## src/rtl/pipe_regfile_sb.sv

```systemverilog
// Register file with busy-bit scoreboard, write-through bypass and write-back trace.
// Reads and stall are combinational; busy/busy_cnt/trace update on the next edge.
// Decode holds on stall; write-back is never back-pressured.
module pipe_regfile_sb #(
  parameter int XLEN = 32,
  parameter int NREG = 32,
  parameter int NRD  = 2,
  localparam int AW  = $clog2(NREG)
) (
  input  logic               clk,
  input  logic               rst_n,
  input  logic [NRD-1:0]     rd_en,
  input  logic [NRD*AW-1:0]  rd_addr,
  output logic [NRD*XLEN-1:0] rd_data,
  output logic [NRD-1:0]     rd_busy,
  input  logic               issue_valid,
  input  logic [AW-1:0]      issue_rd,
  input  logic               wb_valid,
  input  logic [AW-1:0]      wb_rd,
  input  logic [XLEN-1:0]    wb_data,
  output logic               stall,
  output logic [AW:0]        busy_cnt,
  output logic               trace_valid,
  output logic [AW-1:0]      trace_rd,
  output logic [XLEN-1:0]    trace_data
);

  logic [XLEN-1:0] mem [NREG];
  logic [NREG-1:0] busy;
  logic [NREG-1:0] busy_eff;
  logic [NREG-1:0] wb_mask;
  logic [NREG-1:0] issue_mask;
  logic            wb_act;
  logic            issue_acc;
  logic            raw;
  logic            waw;
  logic            cnt_inc;
  logic            cnt_dec;

  // Register 0 is excluded here, so it never writes, traces or becomes busy.
  assign wb_act     = wb_valid && (wb_rd != '0);
  assign wb_mask    = wb_act ? ({{(NREG-1){1'b0}}, 1'b1} << wb_rd) : '0;
  assign busy_eff   = busy & ~wb_mask;

  always_comb begin
    logic [AW-1:0] a;
    rd_data = '0;
    rd_busy = '0;
    raw     = 1'b0;
    a       = '0;
    for (int p = 0; p < NRD; p++) begin
      a = rd_addr[p*AW +: AW];
      if (wb_act && (wb_rd == a))
        rd_data[p*XLEN +: XLEN] = wb_data;
      else if (a != '0)
        rd_data[p*XLEN +: XLEN] = mem[a];
      rd_busy[p] = busy_eff[a];
      raw        = raw | (rd_en[p] & busy_eff[a]);
    end
  end

  assign waw        = issue_valid & busy_eff[issue_rd];
  assign stall      = raw | waw;
  assign issue_acc  = issue_valid && !stall && (issue_rd != '0);
  assign issue_mask = issue_acc ? ({{(NREG-1){1'b0}}, 1'b1} << issue_rd) : '0;

  // A same-register issue and write-back give +1 and -1: net zero, bit stays set.
  assign cnt_inc = issue_acc;
  assign cnt_dec = wb_act & busy[wb_rd];

  always_ff @(posedge clk or negedge rst_n) begin
    if (!rst_n) begin
      for (int r = 0; r < NREG; r++) mem[r] <= '0;
      busy     <= '0;
      busy_cnt <= '0;
    end else begin
      if (wb_act) mem[wb_rd] <= wb_data;
      busy     <= busy_eff | issue_mask;
      busy_cnt <= busy_cnt + {{AW{1'b0}}, cnt_inc} - {{AW{1'b0}}, cnt_dec};
    end
  end

  always_ff @(posedge clk or negedge rst_n) begin
    if (!rst_n) begin
      trace_valid <= 1'b0;
      trace_rd    <= '0;
      trace_data  <= '0;
    end else begin
      trace_valid <= wb_act;
      if (wb_act) begin
        trace_rd   <= wb_rd;
        trace_data <= wb_data;
      end
    end
  end

endmodule

```

## config.mk

```make
export PLATFORM = sky130hd
export DESIGN_NAME = pipe_regfile_sb
export DESIGN_NICKNAME = d
export VERILOG_FILES = /design/src/rtl/pipe_regfile_sb.sv
export SDC_FILE = /design/constraint.sdc
export NUM_CORES = 2
export LEC_CHECK = 0
export ABC_AREA = 1
export CELL_PAD_IN_SITES_DETAIL_PLACEMENT = 2
export CELL_PAD_IN_SITES_GLOBAL_PLACEMENT = 2
export CORE_MARGIN = 8
export CORE_UTILIZATION = 30
export DETAILED_ROUTE_END_ITERATION = 10
export PLACE_DENSITY = 0.78
export SKIP_LAST_GASP = 1
export SYNTH_ARGS = -nofsm -noshare
export SYNTH_HDL_FRONTEND = slang
export SYNTH_SLANG_ARGS = --single-unit
```

## constraint.sdc

```tcl
create_clock -name clk -period 2.6 [get_ports clk]
set_input_delay 0.52 -clock clk [delete_from_list [all_inputs] [get_ports clk]]
set_output_delay 0.52 -clock clk [all_outputs]
set_load 0.1 [all_outputs]
```

# Word-level counts from Yosys, hierarchy flattened
# Cells that the tools add are included.
[totals]
elab_cells = 97
output_inout_bits = 111
reg_bits = 1100
[classes]
n_eq_ne = 2
bitwise = 12
addsub = 2
reduce_logical = 11
shift = 2
order_cmp = 8
muxes = 23
[ops]
columns = ["cell", "count"]
rows = [
  ["$bwmux 1024", 1],
  ["$mux 32", 11],
  ["$bmux 32 s5", 2],
  ["$demux 32 s5", 1],
  ["$shl 1x5->32 const A", 2],
  ["$and 32x32->32", 1],
  ["$not 32->32", 1],
  ["$or 32x32->32", 1],
  ["$lt 5x6->1 const B", 4],
  ["$bmux 1 s5", 4],
  ["$reduce_bool 5->1", 4],
  ["$ge 6x6->1 const B", 3],
  ["$not 5->6", 3],
  ["$eq 5x5->1", 2],
  ["$add 6x1->6", 1],
  ["$logic_and 1x1->1", 6],
  ["$lt 6x1->1 const B", 1],
  ["$sub 6x1->6", 1],
  ["$and 1x1->1", 4],
  ["$mux 1", 4],
  ["$or 1x1->1", 2],
  ["$logic_not 1->1", 1],
]

# Longest topological paths before layout
[logic_depth]
word_depth = 15
mapped_depth = 29
depth_no_buf = 27

# Worst setup path before layout
# OpenSTA, ideal clock, no wires.
[synth_timing]
path_type = "input to output"
start = "in rd_addr[0]"
end = "out rd_data[11]"
path_buffers = 3
path_stages = 10
arrival_ns = 3.950
slack_ns = -1.870
required_time_ns = 2.080
cell_sequence = "buf_2 > inv_2 > buf_2 > nor2_1 > nor4_1 > nand3_1 > nor4_1 > inv_1 > clkbuf_1 > o21ai_0"
[synth_between]
elab_chain_cells = 6
elab_cells_between_ends = 9
[synth_rtl]
columns = ["element", "line_no", "source"]
rows = [
  ["start: declaration", "13", "input logic [NRD*AW-1:0] rd_addr,"],
  ["$not 5->6 (implied by the code)", "56", "rd_data[p*XLEN +: XLEN] = mem[a];"],
  ["$bmux 32 s5", "56", ""],
  ["$mux 32 (implied by the code) (2 in a row)", "56", ""],
  ["$mux 32", "55", "else if (a != '0)"],
  ["$mux 32 (*)", "53", "if (wb_act && (wb_rd == a))"],
  ["end: declaration", "14", "output logic [NRD*XLEN-1:0] rd_data,"],
]
# Every way passes the cells marked *; elsewhere a longest branch is shown, timed or not. The select of a mux whose other input is x is not followed.

# Worst setup path after layout
[layout_timing]
start = "in wb_rd[1]"
end = "out rd_data[2]"
[layout_between]
elab_chain_cells = 4
elab_cells_between_ends = 5
[layout_rtl]
columns = ["element", "line_no", "source"]
rows = [
  ["start: declaration", "19", "input logic [AW-1:0] wb_rd,"],
  ["$reduce_bool 5->1", "41", "assign wb_act = wb_valid && (wb_rd != '0);"],
  ["$logic_and 1x1->1", "41", ""],
  ["$logic_and 1x1->1 (*)", "53", ""],
  ["$mux 32 (*)", "53", ""],
]
# Every way passes the cells marked *; elsewhere a longest branch is shown, timed or not.

==> metrics.cfg <==
[outcome]
outcome = complete, but fails checks
violations = setup timing

[final_layout]
fillers = 21600
fin_util_pct = 40.4
drive_gt1_share_pct = 19.0
nets = 8542
area_delta_synth_final_pct = 34.0

[route]
drtIter0Drc = 7699
wl_per_cell_um = 34.5
drt-vias-per-instance = 6.26
vias = 70300
route.detailed.drc = 0
first_pass_iters = 6
finalWirelength_um = 387000
antenna_left = 0

[logic_synthesis]
seq_area_frac_synth_pct = 46.4
muxShareOfSynthArea_pct = 0
synthTopCellsByArea = dfrtp_1 46%, o21ai_0 14%, nand2_1 13%
synth-compound-area-share_pct = 21.7
synth_simple_gate_area_share_pct = 23.5
synth_fp_nets = 8195
synth.most_common_cell = nand2_1
ys_top_cells_by_count = 2,080 x nand2_1, 1,683 x o21ai_0, 1,100 x dfrtp_1, 863 x nand3_1, 634 x clkbuf_1
yosys_register_bits = 1100
avgSynthCellArea_um2 = 7.30
synth_ff_type = dfrtp_1
yosys.area_share.adder_pct = 0.160
netlist.area_leader.share_pct = 46.4
synth_edf_count = 0
synth.cell_area_mm2 = 0.0594
synth_async_sr_flop_share_pct = 100
yosysWarnings = 0
synthCells = 8130
yosysUniqueCellTypes = 36
synthXorXnorAreaFrac_pct = 0.147
synth_top_family_by_area = simple AND/OR/NAND/NOR gates
synth_top_cell_by_area = dfrtp_1

[clocking]
cts.clk_slew.worst_paths_ns = 0.06
root_buffer = clkbuf_16
cts_buffer_depth = 3
cts_tree = built
htreeDepth = 4
clock_sinks = 1100
clkLatencyLatePin_ns = 0.81
cts-buffers-inserted = 138

[worst_setup_path]
rrSetupSlack_ns = -0.43
critPathMaxStageDelay_ns = 0.37
worstPathArrival_ns = 2.88
crit_path_end_kind = primary output
path_max_fanout = 7
slowest_stage = nor4_4
required_ns = 2.08
rr_endpoint = busy_cnt[5]
reg2reg_depth = 24
crit_path_start_kind = input port
reg2reg_from = busy[3]
path_cells = buf_8 -> buf_6 -> buf_6 -> nor2_1 -> nor4_4 -> nand3_2 -> nor4_4 -> buf_6 -> a21oi_4 -> buf_12 -> buf_16 -> buf_12 -> nand4_1 -> o21ai_4 -> buf_12
worstSetupPathType = in2out

[floorplan]
die-area_mm2 = 0.212
io_pins = 169
rows = 163
start_util_pct = 30.1
core_area_mm2 = 0.197
die_h_um = 461
fp.dieW_um = 461

[placed_design]
port_buffers = 168
gp_congestion = 0.923
hpwl_um = 228000

[global_routing]
grt_first_pass_wirelength_um = 542000
grt_pass1_vias = 75700
gr-total-overflow = 0
grt.total_usage_pct = 34.3
grt_max_degree = 67
grt_antenna_before_repair = 26

[hold_path]
worstHoldStart = wb_rd[4]
hold_class = in2reg
holdPathEnd = trace_rd[4]
whs_path_depth = 5

[timing]
relSlewSlack_pct = 22.6
finalCritPeriodShare_pct = 131
tightest_slew_ns = 1.16
setup_ws_ns = -0.799
rsz0062_at_grt = true
drv_slew = 0
clock.fmax_ghz = 0.294
setup_viol = 72
fin_skew_ns = 0.0129
post-route-min-period_ns = 3.40
hold_viol = 0
fin_setup_tns_ns = -43.03

[power_and_ir_drop]
ir_worst_vdd_v = 0.000733
leakagePower_nw = 35.0
cellPowerDensity_mw_per_mm2 = 747

[flow_run]
drv_cap = 0

-- sequential cells by signal, summed over array words and instances, names as in the netlist --
register / count
trace_valid: 1
trace_rd: 5
busy: 32
mem: 1024
busy_cnt: 6
trace_data: 32
-- placed cells by master, fill, tap and decap left out, drive strengths merged --
master	count
nand2	2080
o21ai	1698
dfrtp	1100
buf	935
nand3	864
a21oi	531
inv	457
nor2	221
clkbuf	217
nand4	137
o2111ai	101
o211ai	70
clkdlybuf4s50	38
clkinv	35
bufbuf	22
o221ai	16
diode	13
xor2	9
nor4	9
a22oi	8
a31oi	6
ha	6
a22o	4
bufinv	3
clkinvlp	2
o311ai	2
dlygate4sd2	2
nor3	2
nand3b	1
o41ai	1
o21a	1
xnor2	1
a32oi	1
fa	1
dlygate4sd3	1
-- cells by family after synthesis --
family,Yosys count
simple gates,3314
compound gates,2439
buf+inv,1260
fa+ha+maj,7
flops,1100
xor+xnor,10
-- where the power goes --
group	internal (W)	leakage [nW]	switching, W
logic	0.00564	18.5	0.0111
registers	0.0202	14.2	0.00264
clock network	0.0111	2.21	0.00868
-- worst max-delay path by stage --
stage / start / end / slack (ns) / cells past startpoint
5_1_grt: wb_rd[1] / rd_data[2] / -0.78 / 15
4_1_cts: wb_rd[1] / rd_data[2] / -0.63 / 15
3_5_place_dp: wb_rd[0] / busy_cnt[5] / -1.53 / 27
3_3_place_gp: wb_rd[0] / busy_cnt[5] / -1.42 / 28
6_report: wb_rd[1] / rd_data[2] / -0.80 / 15
2_1_floorplan: wb_rd[4] / busy_cnt[4] / -0.55 / 25
-- timing repair --
item	4_1_cts	5_1_grt
hold buffers	1	0
setup buffers	80	45
cloned	32	10
endpoints found under the hold margin	18	0
setup endpoints to repair	82	72
resized for setup	432	231
pin swaps	136	109
-- layer usage --
| metal | vias to the layer above | share of wire [%] | GRT usage [%] |
|---|---|---|---|
| met5 | - | 0.026 | 0 |
| met4 | 18 | 8.9 | 24.3 |
| met3 | 1578 | 9.8 | 8.13 |
| met2 | 4240 | 44 | 53.1 |
| met1 | 36400 | 37 | 42.1 |
| li1 | 28100 | - | - |
-- stage by stage --
stage                     std cells  cell area (um^2)  hold slack, ns  setup WS, ns  power, W
after floorplan                8130             60600           0.224        -0.553    0.0305
after global placement        10800             70300           0.367         -1.42    0.0362
after detailed placement      10800             70300           0.368         -1.53    0.0373
after CTS                     11200             78200           0.217        -0.628    0.0581
after global routing          11200             79500           0.300        -0.782    0.0614
final                         11200             79600           0.287        -0.799    0.0594
-- area by class of cell --
cell class              instances  area (um^2)  area share, %
multi-input cells            5770        29900           37.6
clock inverters                40          412          0.517
well taps                    2640         3300           4.15
clock buffers                 205         4060           5.10
repair inverters                1         8.76         0.0110
repair buffers               1010        12400           15.6
diodes                         13         32.5         0.0409
inverters                     456         1860           2.33
flip-flops and latches       1100        27500           34.6
-- worst max-delay path: cells and delay by family --
kind	cells	cell delay (ns)
AO/OA/AOI/OAI	2	0.15
AND/OR/NAND/NOR	5	1.03
buffers and inverters	8	1.16
Power figures use the tool's default switching activity.
